$ cat src/rtl/cpu_pkg.sv
// ----------------------------------------------------------------------------
// cpu_pkg
// Shared constants for the multi-cycle CPU control block: FSM state encoding,
// instruction field widths, opcode/opext values, the HALT and NOP words, and
// the decoded-instruction record passed from instr_field_decode to the FSM.
// ----------------------------------------------------------------------------
package cpu_pkg;

  localparam int unsigned STATE_W   = 3;
  localparam int unsigned INSTR_W   = 16;
  localparam int unsigned REG_IDX_W = 4;
  localparam int unsigned OP_W      = 4;

  // FSM states
  localparam logic [STATE_W-1:0] ST_FETCH  = 3'd0;
  localparam logic [STATE_W-1:0] ST_DECODE = 3'd1;
  localparam logic [STATE_W-1:0] ST_EXEC   = 3'd2;
  localparam logic [STATE_W-1:0] ST_MEM    = 3'd3;
  localparam logic [STATE_W-1:0] ST_WB     = 3'd4;
  localparam logic [STATE_W-1:0] ST_HALT   = 3'd5;

  // Opcodes (instr[15:12])
  localparam logic [OP_W-1:0] OP_REG  = 4'h0;
  localparam logic [OP_W-1:0] OP_ANDI = 4'h1;
  localparam logic [OP_W-1:0] OP_ORI  = 4'h2;
  localparam logic [OP_W-1:0] OP_XORI = 4'h3;
  localparam logic [OP_W-1:0] OP_MEM  = 4'h4;
  localparam logic [OP_W-1:0] OP_ADDI = 4'h5;
  localparam logic [OP_W-1:0] OP_SUBI = 4'h9;
  localparam logic [OP_W-1:0] OP_CMPI = 4'hB;
  localparam logic [OP_W-1:0] OP_MOVI = 4'hD;

  // Opext values (instr[7:4])
  localparam logic [OP_W-1:0] EXT_LOAD = 4'h0;
  localparam logic [OP_W-1:0] EXT_STOR = 4'h4;
  localparam logic [OP_W-1:0] EXT_CMP  = 4'hB;

  // Special whole-word encodings
  localparam logic [INSTR_W-1:0] HALT_WORD = 16'hFFFF;
  localparam logic [INSTR_W-1:0] NOP_WORD  = 16'h0000;

  // Decoded view of one instruction word
  typedef struct packed {
    logic [REG_IDX_W-1:0] rdst_idx;
    logic [REG_IDX_W-1:0] rsrc_idx;
    logic [OP_W-1:0]      alu_op;
    logic                 imm_sel;
    logic [INSTR_W-1:0]   imm;
    logic                 wb_sel;
    logic                 wr_reg;   // ALU result written back in WB
    logic                 is_load;
    logic                 is_stor;
    logic                 is_halt;
  } dec_t;

  // Sign-extend an 8-bit immediate to the datapath width
  function automatic logic [INSTR_W-1:0] sext8(input logic [7:0] v);
    return {{8{v[7]}}, v};
  endfunction

endpackage

$ cat src/rtl/cpu_control_if.sv
// ----------------------------------------------------------------------------
// cpu_control_if
// Bundle between the control FSM and the instruction memory / datapath.
//   instr    : instruction word from instruction memory
//   pc_en    : PC increment strobe
//   rdst_idx : destination register index
//   rsrc_idx : source register index
//   reg_we   : register-file write strobe
//   alu_op   : ALU operation code
//   imm_sel  : ALU B operand select (1 = imm)
//   imm      : sign-extended immediate
//   mem_we   : data-memory write strobe
//   wb_sel   : write-back select (1 = data memory)
//   halted   : CPU halted
// master = control block, slave = memory/datapath side.
// ----------------------------------------------------------------------------
interface cpu_control_if;
  import cpu_pkg::*;

  logic [INSTR_W-1:0]   instr;
  logic                 pc_en;
  logic [REG_IDX_W-1:0] rdst_idx;
  logic [REG_IDX_W-1:0] rsrc_idx;
  logic                 reg_we;
  logic [OP_W-1:0]      alu_op;
  logic                 imm_sel;
  logic [INSTR_W-1:0]   imm;
  logic                 mem_we;
  logic                 wb_sel;
  logic                 halted;

  modport master (
    input  instr,
    output pc_en, rdst_idx, rsrc_idx, reg_we, alu_op, imm_sel, imm,
           mem_we, wb_sel, halted
  );

  modport slave (
    output instr,
    input  pc_en, rdst_idx, rsrc_idx, reg_we, alu_op, imm_sel, imm,
           mem_we, wb_sel, halted
  );
endinterface

$ cat src/rtl/instr_field_decode.sv
// ----------------------------------------------------------------------------
// instr_field_decode
// Combinational decode of one instruction word into datapath controls and
// instruction-class flags.
//   i_ir  : instruction word
//   o_dec : register indices, alu_op, imm_sel, imm, wb_sel and class flags
// ----------------------------------------------------------------------------
module instr_field_decode
  import cpu_pkg::*;
(
  input  logic [INSTR_W-1:0] i_ir,
  output dec_t               o_dec
);

  logic [OP_W-1:0] w_opcode;
  logic [OP_W-1:0] w_opext;

  assign w_opcode = i_ir[15:12];
  assign w_opext  = i_ir[7:4];

  // Field extraction and instruction classification
  always_comb begin
    o_dec          = '0;
    o_dec.rdst_idx = i_ir[11:8];
    o_dec.rsrc_idx = i_ir[3:0];
    o_dec.imm      = sext8(i_ir[7:0]);

    // All-zero word is the canonical NOP (e.g. cleared memory), so it must
    // not fall into the register form below.
    if (i_ir == HALT_WORD) begin
      o_dec.is_halt = 1'b1;
    end else if (i_ir != NOP_WORD) begin
      case (w_opcode)
        OP_REG: begin
          o_dec.alu_op  = w_opext;
          o_dec.imm_sel = 1'b0;
          o_dec.wr_reg  = (w_opext != EXT_CMP);
        end
        OP_ANDI, OP_ORI, OP_XORI, OP_ADDI, OP_SUBI, OP_CMPI, OP_MOVI: begin
          o_dec.alu_op  = w_opcode;
          o_dec.imm_sel = 1'b1;
          o_dec.wr_reg  = (w_opcode != OP_CMPI);
        end
        OP_MEM: begin
          if (w_opext == EXT_LOAD) begin
            o_dec.is_load = 1'b1;
            o_dec.wb_sel  = 1'b1;
          end else if (w_opext == EXT_STOR) begin
            o_dec.is_stor = 1'b1;
          end
        end
        default: ;
      endcase
    end
  end

endmodule

$ cat src/rtl/cpu_control.sv
// ----------------------------------------------------------------------------
// cpu_control
// Multi-cycle, non-overlapped instruction sequencer:
//   FETCH -> DECODE -> EXEC -> [MEM] -> WB -> FETCH, HALT on 16'hFFFF.
// Ports:
//   clk   : clock, all state on rising edge
//   reset : synchronous active-high reset
//   bus   : cpu_control_if.master (instr in; pc_en, register indices,
//           ALU/immediate controls, write strobes, halted out)
// ----------------------------------------------------------------------------
module cpu_control
  import cpu_pkg::*;
(
  input  logic          clk,
  input  logic          reset,
  cpu_control_if.master bus
);

  logic [STATE_W-1:0] r_state;
  logic [STATE_W-1:0] w_next_state;
  logic [INSTR_W-1:0] r_ir;
  logic [INSTR_W-1:0] w_ir_src;
  dec_t               w_dec;
  dec_t               w_dec_out;
  logic               w_pc_en;
  logic               w_reg_we;
  logic               w_mem_we;
  logic               w_halted;

  // instr is only valid during DECODE and IR captures it at the end of that
  // cycle, so DECODE looks at instr directly to keep fields stable DECODE..WB.
  assign w_ir_src = (r_state == ST_DECODE) ? bus.instr : r_ir;

  instr_field_decode u_decode (
    .i_ir  (w_ir_src),
    .o_dec (w_dec)
  );

  // State and instruction register
  always_ff @(posedge clk) begin
    if (reset) begin
      r_state <= ST_FETCH;
      r_ir    <= '0;
    end else begin
      r_state <= w_next_state;
      if (r_state == ST_DECODE) begin
        r_ir <= bus.instr;
      end
    end
  end

  // Next-state and strobe decode
  always_comb begin
    w_next_state = r_state;
    w_pc_en      = 1'b0;
    w_reg_we     = 1'b0;
    w_mem_we     = 1'b0;
    w_halted     = 1'b0;

    case (r_state)
      ST_FETCH: begin
        w_pc_en      = 1'b1;
        w_next_state = ST_DECODE;
      end
      ST_DECODE: w_next_state = w_dec.is_halt ? ST_HALT : ST_EXEC;
      ST_EXEC:   w_next_state = (w_dec.is_load || w_dec.is_stor) ? ST_MEM : ST_WB;
      ST_MEM: begin
        w_mem_we     = w_dec.is_stor;
        w_next_state = ST_WB;
      end
      ST_WB: begin
        w_reg_we     = w_dec.wr_reg | w_dec.is_load;
        w_next_state = ST_FETCH;
      end
      ST_HALT:   w_halted = 1'b1;
      default:   w_next_state = ST_FETCH;
    endcase

    // Reset aborts whatever is in flight: no strobe in the reset cycle itself.
    if (reset) begin
      w_pc_en  = 1'b0;
      w_reg_we = 1'b0;
      w_mem_we = 1'b0;
      w_halted = 1'b0;
    end
  end

  // Field outputs at their reset values while reset is held
  assign w_dec_out = reset ? '0 : w_dec;

  assign bus.pc_en    = w_pc_en;
  assign bus.reg_we   = w_reg_we;
  assign bus.mem_we   = w_mem_we;
  assign bus.halted   = w_halted;
  assign bus.rdst_idx = w_dec_out.rdst_idx;
  assign bus.rsrc_idx = w_dec_out.rsrc_idx;
  assign bus.alu_op   = w_dec_out.alu_op;
  assign bus.imm_sel  = w_dec_out.imm_sel;
  assign bus.imm      = w_dec_out.imm;
  assign bus.wb_sel   = w_dec_out.wb_sel;

endmodule

$ cat src/flat_wrapper.sv
// flat-port wrapper written by rule: the top's interface ports become plain ports
module cpu_control_flat import cpu_pkg::*;
  (clk, reset, bus_instr, bus_pc_en, bus_rdst_idx, bus_rsrc_idx, bus_reg_we, bus_alu_op, bus_imm_sel, bus_imm, bus_mem_we, bus_wb_sel, bus_halted);
  cpu_control_if bus_i ();
  input  logic clk;
  input  logic reset;
  input wire logic [$bits(bus_i.instr)-1:0] bus_instr;
  output wire logic [$bits(bus_i.pc_en)-1:0] bus_pc_en;
  output wire logic [$bits(bus_i.rdst_idx)-1:0] bus_rdst_idx;
  output wire logic [$bits(bus_i.rsrc_idx)-1:0] bus_rsrc_idx;
  output wire logic [$bits(bus_i.reg_we)-1:0] bus_reg_we;
  output wire logic [$bits(bus_i.alu_op)-1:0] bus_alu_op;
  output wire logic [$bits(bus_i.imm_sel)-1:0] bus_imm_sel;
  output wire logic [$bits(bus_i.imm)-1:0] bus_imm;
  output wire logic [$bits(bus_i.mem_we)-1:0] bus_mem_we;
  output wire logic [$bits(bus_i.wb_sel)-1:0] bus_wb_sel;
  output wire logic [$bits(bus_i.halted)-1:0] bus_halted;
  assign bus_i.instr = bus_instr;
  assign bus_pc_en = bus_i.pc_en;
  assign bus_rdst_idx = bus_i.rdst_idx;
  assign bus_rsrc_idx = bus_i.rsrc_idx;
  assign bus_reg_we = bus_i.reg_we;
  assign bus_alu_op = bus_i.alu_op;
  assign bus_imm_sel = bus_i.imm_sel;
  assign bus_imm = bus_i.imm;
  assign bus_mem_we = bus_i.mem_we;
  assign bus_wb_sel = bus_i.wb_sel;
  assign bus_halted = bus_i.halted;
  cpu_control u_core (.clk(clk), .reset(reset), .bus(bus_i));
endmodule
$ cat config.mk
export PLATFORM = sky130hd
export DESIGN_NAME = cpu_control_flat
export DESIGN_NICKNAME = d
export VERILOG_FILES = /design/src/rtl/cpu_pkg.sv /design/src/rtl/cpu_control_if.sv /design/src/rtl/instr_field_decode.sv /design/src/rtl/cpu_control.sv /design/src/flat_wrapper.sv
export SDC_FILE = /design/constraint.sdc
export NUM_CORES = 1
export LEC_CHECK = 0
export BUFFER_PORTS_ARGS = -buffer_cell sky130_fd_sc_hd__buf_2
export CAP_MARGIN = 20
export CORE_MARGIN = 2
export CORE_UTILIZATION = 45
export CTS_BUF_LIST = sky130_fd_sc_hd__clkbuf_8
export CTS_CLUSTER_DIAMETER = 40
export DETAILED_ROUTE_END_ITERATION = 10
export PLACE_DENSITY = 0.73
export SYNTH_ARGS = -nofsm -noshare
export SYNTH_HDL_FRONTEND = slang
export SYNTH_HIERARCHICAL = 1
export SYNTH_SLANG_ARGS = --single-unit
$ cat constraint.sdc
create_clock -name clk -period 4.1 [get_ports clk]
set_input_delay 1.025 -clock clk [delete_from_list [all_inputs] [get_ports clk]]
set_output_delay 1.025 -clock clk [all_outputs]
set_load 0.05 [all_outputs]
Word-level counts from Yosys, hierarchy flattened
Index checks and enable logic that the tools add are counted.
{"block": "totals", "input_bits": 18, "reg_bits": 19, "output_inout_bits": 34, "wordCells": 51}
{"block": "classes", "mux": 25, "n_bitwise": 1, "n_reduce_logical": 6, "n_eq_ne": 17}
{"op": "$mux 34", "count": 1}
{"op": "$eq 16x16->1 const B", "count": 1}
{"op": "$mux 16", "count": 1}
{"op": "$reduce_bool 16->1", "count": 1}
{"op": "$pmux 3 s5", "count": 1}
{"op": "$mux 1", "count": 13}
{"op": "$eq 4x3->1 const B", "count": 3}
{"op": "$eq 4x4->1 const B", "count": 3}
{"op": "$mux 5", "count": 2}
{"op": "$pmux 5 s2", "count": 1}
{"op": "$eq 4x2->1 const B", "count": 2}
{"op": "$logic_not 4->1", "count": 2}
{"op": "$mux 4", "count": 2}
{"op": "$ne 4x4->1 const B", "count": 2}
{"op": "$reduce_or 7->1", "count": 1}
{"op": "$eq 3x2->1 const B", "count": 2}
{"op": "$eq 3x3->1 const B", "count": 2}
{"op": "$mux 3", "count": 2}
{"op": "$eq 4x1->1 const B", "count": 1}
{"op": "$eq 3x1->1 const B", "count": 1}
{"op": "$logic_not 3->1", "count": 1}
{"op": "$mux 2", "count": 1}
{"op": "$pmux 1 s2", "count": 1}
{"op": "$logic_or 1x1->1", "count": 1}
{"op": "$or 1x1->1", "count": 1}

Logic depth before layout (Yosys ltp)
{"block": "logic_depth", "word_depth": 11, "ltp_mapped": 11}

Cells and area by module
The synthesis kept the hierarchy.
{"mod": "cpu_control", "area_each_um2": 1074.8, "cells_each": 109, "instances": 1}
{"mod": "instr_field_decode", "area_each_um2": 422.9, "cells_each": 62, "instances": 1}

Worst setup path before layout
No wires, ideal clock.
{"block": "synth_path", "path_type": "input to output", "start": "input port bus_instr[4]", "end": "output port bus_wb_sel", "required_ps": 3075, "arrival_time_ps": 2948, "setup_slack_ps": 127, "stages": 6, "cell_sequence": "mux2_2 -> nor3_2 -> nand2_1 -> nor3b_1 -> buf_4 -> nor2b_1"}
{"element": "start: declaration", "line": "flat_wrapper.sv:7", "rtl": "input wire logic [$bits(bus_i.instr)-1:0] bus_instr;"}
{"element": "end: declaration", "line": "flat_wrapper.sv:16", "rtl": "output wire logic [$bits(bus_i.wb_sel)-1:0] bus_wb_sel;"}

==> impl_metrics.py <==
metrics = {
    "run_status": {
        "status": "complete, no violations",
    },
    "drt": {
        "vias": 1121,
        "ant_nets": 0,
        "vias_per_cell": 4.71,
        "drt_iter0_markers": 63,
        "route.detailed.drc": 0,
        "wirelength_mm": 2.70,
        "first_pass_iters": 5,
        "wire_per_inst_um": 11.4,
    },
    "synth": {
        "yosys-top-cells-area": "dfxtp_1 25%, nor2b_1 16%, buf_4 13%, mux2_4 9.0%, mux2_2 5.3%",
        "syn_inst": 171,
        "syn_area_um2": 1500,
        "synth_top_cell_area_share": 0.254,
        "synth-main-ff-cell": "dfxtp_1",
        "netlist_top_cells_count": "38 x nor2b_1, 25 x buf_4, 19 x dfxtp_1, 9 x and2b_1, 9 x mux2_4",
        "yosysUniqueCellTypes": 41,
        "synth_warnings": 6,
        "syn_area_per_cell_um2": 8.76,
        "yosysSeqAreaShare": 0.254,
        "syn_nets": 189,
        "synth-edff-count": 0,
        "async_reset_ff_frac": 0,
        "synth_most_common_cell": "nor2b_1",
        "yosys_register_bits": 19,
        "synth_top_area_cell": "dfxtp_1",
    },
    "power_and_ir_drop": {
        "leakagePower_nw": 0.786,
        "peakVddDrop_uv": 280,
        "p_per_area_nw_per_um2": 518,
    },
    "global_routing": {
        "track_usage": 0.138,
        "antenna_found_initial": 0,
        "grt_overflow_total": 0,
        "grt_max_degree": 53,
        "first_global_vias": 844,
        "grt_first_pass_wirelength_mm": 3.91,
    },
    "clock_network": {
        "cts_tree": "done",
        "cts_setup_buffers": 0,
        "cts_buffers": 3,
        "cts_buffer_depth": 2,
        "clock-sinks": 19,
        "cts.htree.levels": 1,
        "cts_hold_buf": 0,
        "clk_pin_slew_ps": 70,
        "post_cts_resized": 0,
        "clock_latency_ps": 260,
        "root_buffer": "clkbuf_8",
    },
    "worst_setup_path": {
        "end_kind": "output port",
        "start_kind": "flop",
        "crit_required_ps": 3070,
        "critPathKind": "flop to output port",
        "worst_ep_arrival_time_ps": 2900,
        "cp_max_fo": 10,
    },
    "place": {
        "gp_congestion": 0.709,
        "dp_hpwl_mm": 1.99,
        "portBuffers": 51,
        "dpl_cell_area_um2": 1580,
    },
    "final_layout": {
        "finish.instance_area_um2": 1630,
        "nNetsFinal": 213,
        "multi_input_area_um2": 860,
        "syn_to_final_growth_pct": 8.86,
        "drive_gt1_frac": 0.402,
        "n_antenna_cell": 0,
        "nFillCells": 317,
        "ff_latch_area_um2": 380,
    },
    "timing": {
        "period_share": 0.958,
        "hold_viol": 0,
        "holdWs_ps": 596,
        "tightest_slew_ps": 767,
        "drv_slew": 0,
        "fmax_ghz": 0.255,
        "maxSlewHeadroom": 0.488,
        "post-route-min-period_ps": 3930,
        "setup_viol": 0,
        "final.setup_skew_ps": 4.65,
        "grt_setup_unrepaired": "false",
        "tns_ps": 0,
    },
    "floorplan": {
        "dieWidth_um": 61.7,
        "die_area_um2": 3810,
        "initial_core_util": 0.483,
        "fp.coreArea_um2": 3100,
        "ios": 52,
        "fp.dieH_um": 61.7,
        "fp-row-count": 20,
    },
    "min_path": {
        "hp-class": "flop to flop",
    },
    "job": {
        "drv_cap": 0,
    },
}
==> cell usage in the layout (no fill, tap or decap) <==
cell	netlist	layout
buf_2	2	51
nor2b_1	38	38
dfxtp_1	19	19
mux2_4	9	9
and2b_1	9	9
mux2_2	7	7
nor2_1	6	6
nand2_1	5	5
a21oi_1	4	4
clkbuf_8	0	3
o21ai_0	3	3
inv_1	3	3
buf_4	25	3
nand4_1	3	3
nor4_1	2	2
nand3_1	2	2
o22ai_1	2	2
nand2b_1	2	2
nor3_1	2	2
clkinv_2	0	1
nor3b_4	1	1
and3b_1	1	1
and4_1	1	1
nor4b_1	1	1
o21a_1	1	1
o21bai_1	1	1
and3_1	1	1
o21ai_1	1	1
or4_1	1	1
nor3_2	1	1
nand2_8	1	1
nor4_2	1	1
o41a_1	1	1
a21boi_0	1	1
a2bb2oi_1	1	1
and2_1	1	1
a31oi_1	1	1
a22o_1	1	1
nor3b_1	1	1
a32o_1	1	1
==> logic make-up (layout without fill, tap and decap cells) <==
kind of cell	count (synthesis)	in the layout	synth area share
buf+inv	38	61	0.172
mux	16	16	0.143
simple gates	80	80	0.351
compound gates	18	18	0.0802
flops	19	19	0.254
==> worst max-delay path, cell delays in order (launching register included) <==
cell       delay [ps]
dfxtp_1           440
nor3b_4           230
buf_4             240
mux2_4            330
or4_1             520
o41a_1            370
a2bb2oi_1         140
o21a_1            170
buf_2             200
==> path summary, 6_finish.rpt <==
check	startpoint	endpoint	slack, ps	depth (start not counted)
hold reg to reg	u_core/r_ir[11]	u_core/r_ir[11]	600	2
setup / recovery	u_core/r_state[0]	bus_reg_we	170	8
setup reg to reg	u_core/r_state[0]	u_core/r_state[0]	1480	9
hold / removal	u_core/r_ir[11]	u_core/r_ir[11]	600	2
==> where the power goes <==
part / leakage, nW / switching (mW) / internal (mW)
clock network: 0.0255 / 0.0611 / 0.0675
logic: 0.605 / 0.309 / 0.185
registers: 0.156 / 0.0138 / 0.209
==> cell type report <==
cell class / instances / area share
sequential: 19 / 0.233
multi-input combinational: 114 / 0.527
inverter: 3 / 0.00691
clock buffer: 3 / 0.0253
timing repair buffer: 54 / 0.170
clock inverter: 1 / 0.00307
tap: 44 / 0.0338
==> layer usage <==
layer  track usage  up-vias  routed length, um
met5             0        -                  0
met4        0.0365        0                 10
met3        0.0476        2                219
met2         0.209       46               1110
met1         0.189      481               1370
li1              -      592                  -
==> flip-flops by register name (all words and copies together) (netlist names) <==
signal          cells
u_core/r_ir        16
u_core/r_state      3
==> through the flow <==
step | setup WS (ps) | total power [mW] | utilization | std cells
6_report | 172 | 0.845 | 0.525 | 238
5_1_grt | 20.5 | 0.900 | 0.525 | 238
4_1_cts | 154 | 0.853 | 0.525 | 238
3_5_place_dp | 278 | 0.722 | 0.510 | 234
3_3_place_gp | 292 | 0.719 | 0.510 | 234
2_1_floorplan | 127 | 0.705 | - | 171
Note: power is estimated with default switching activity, not from simulation.
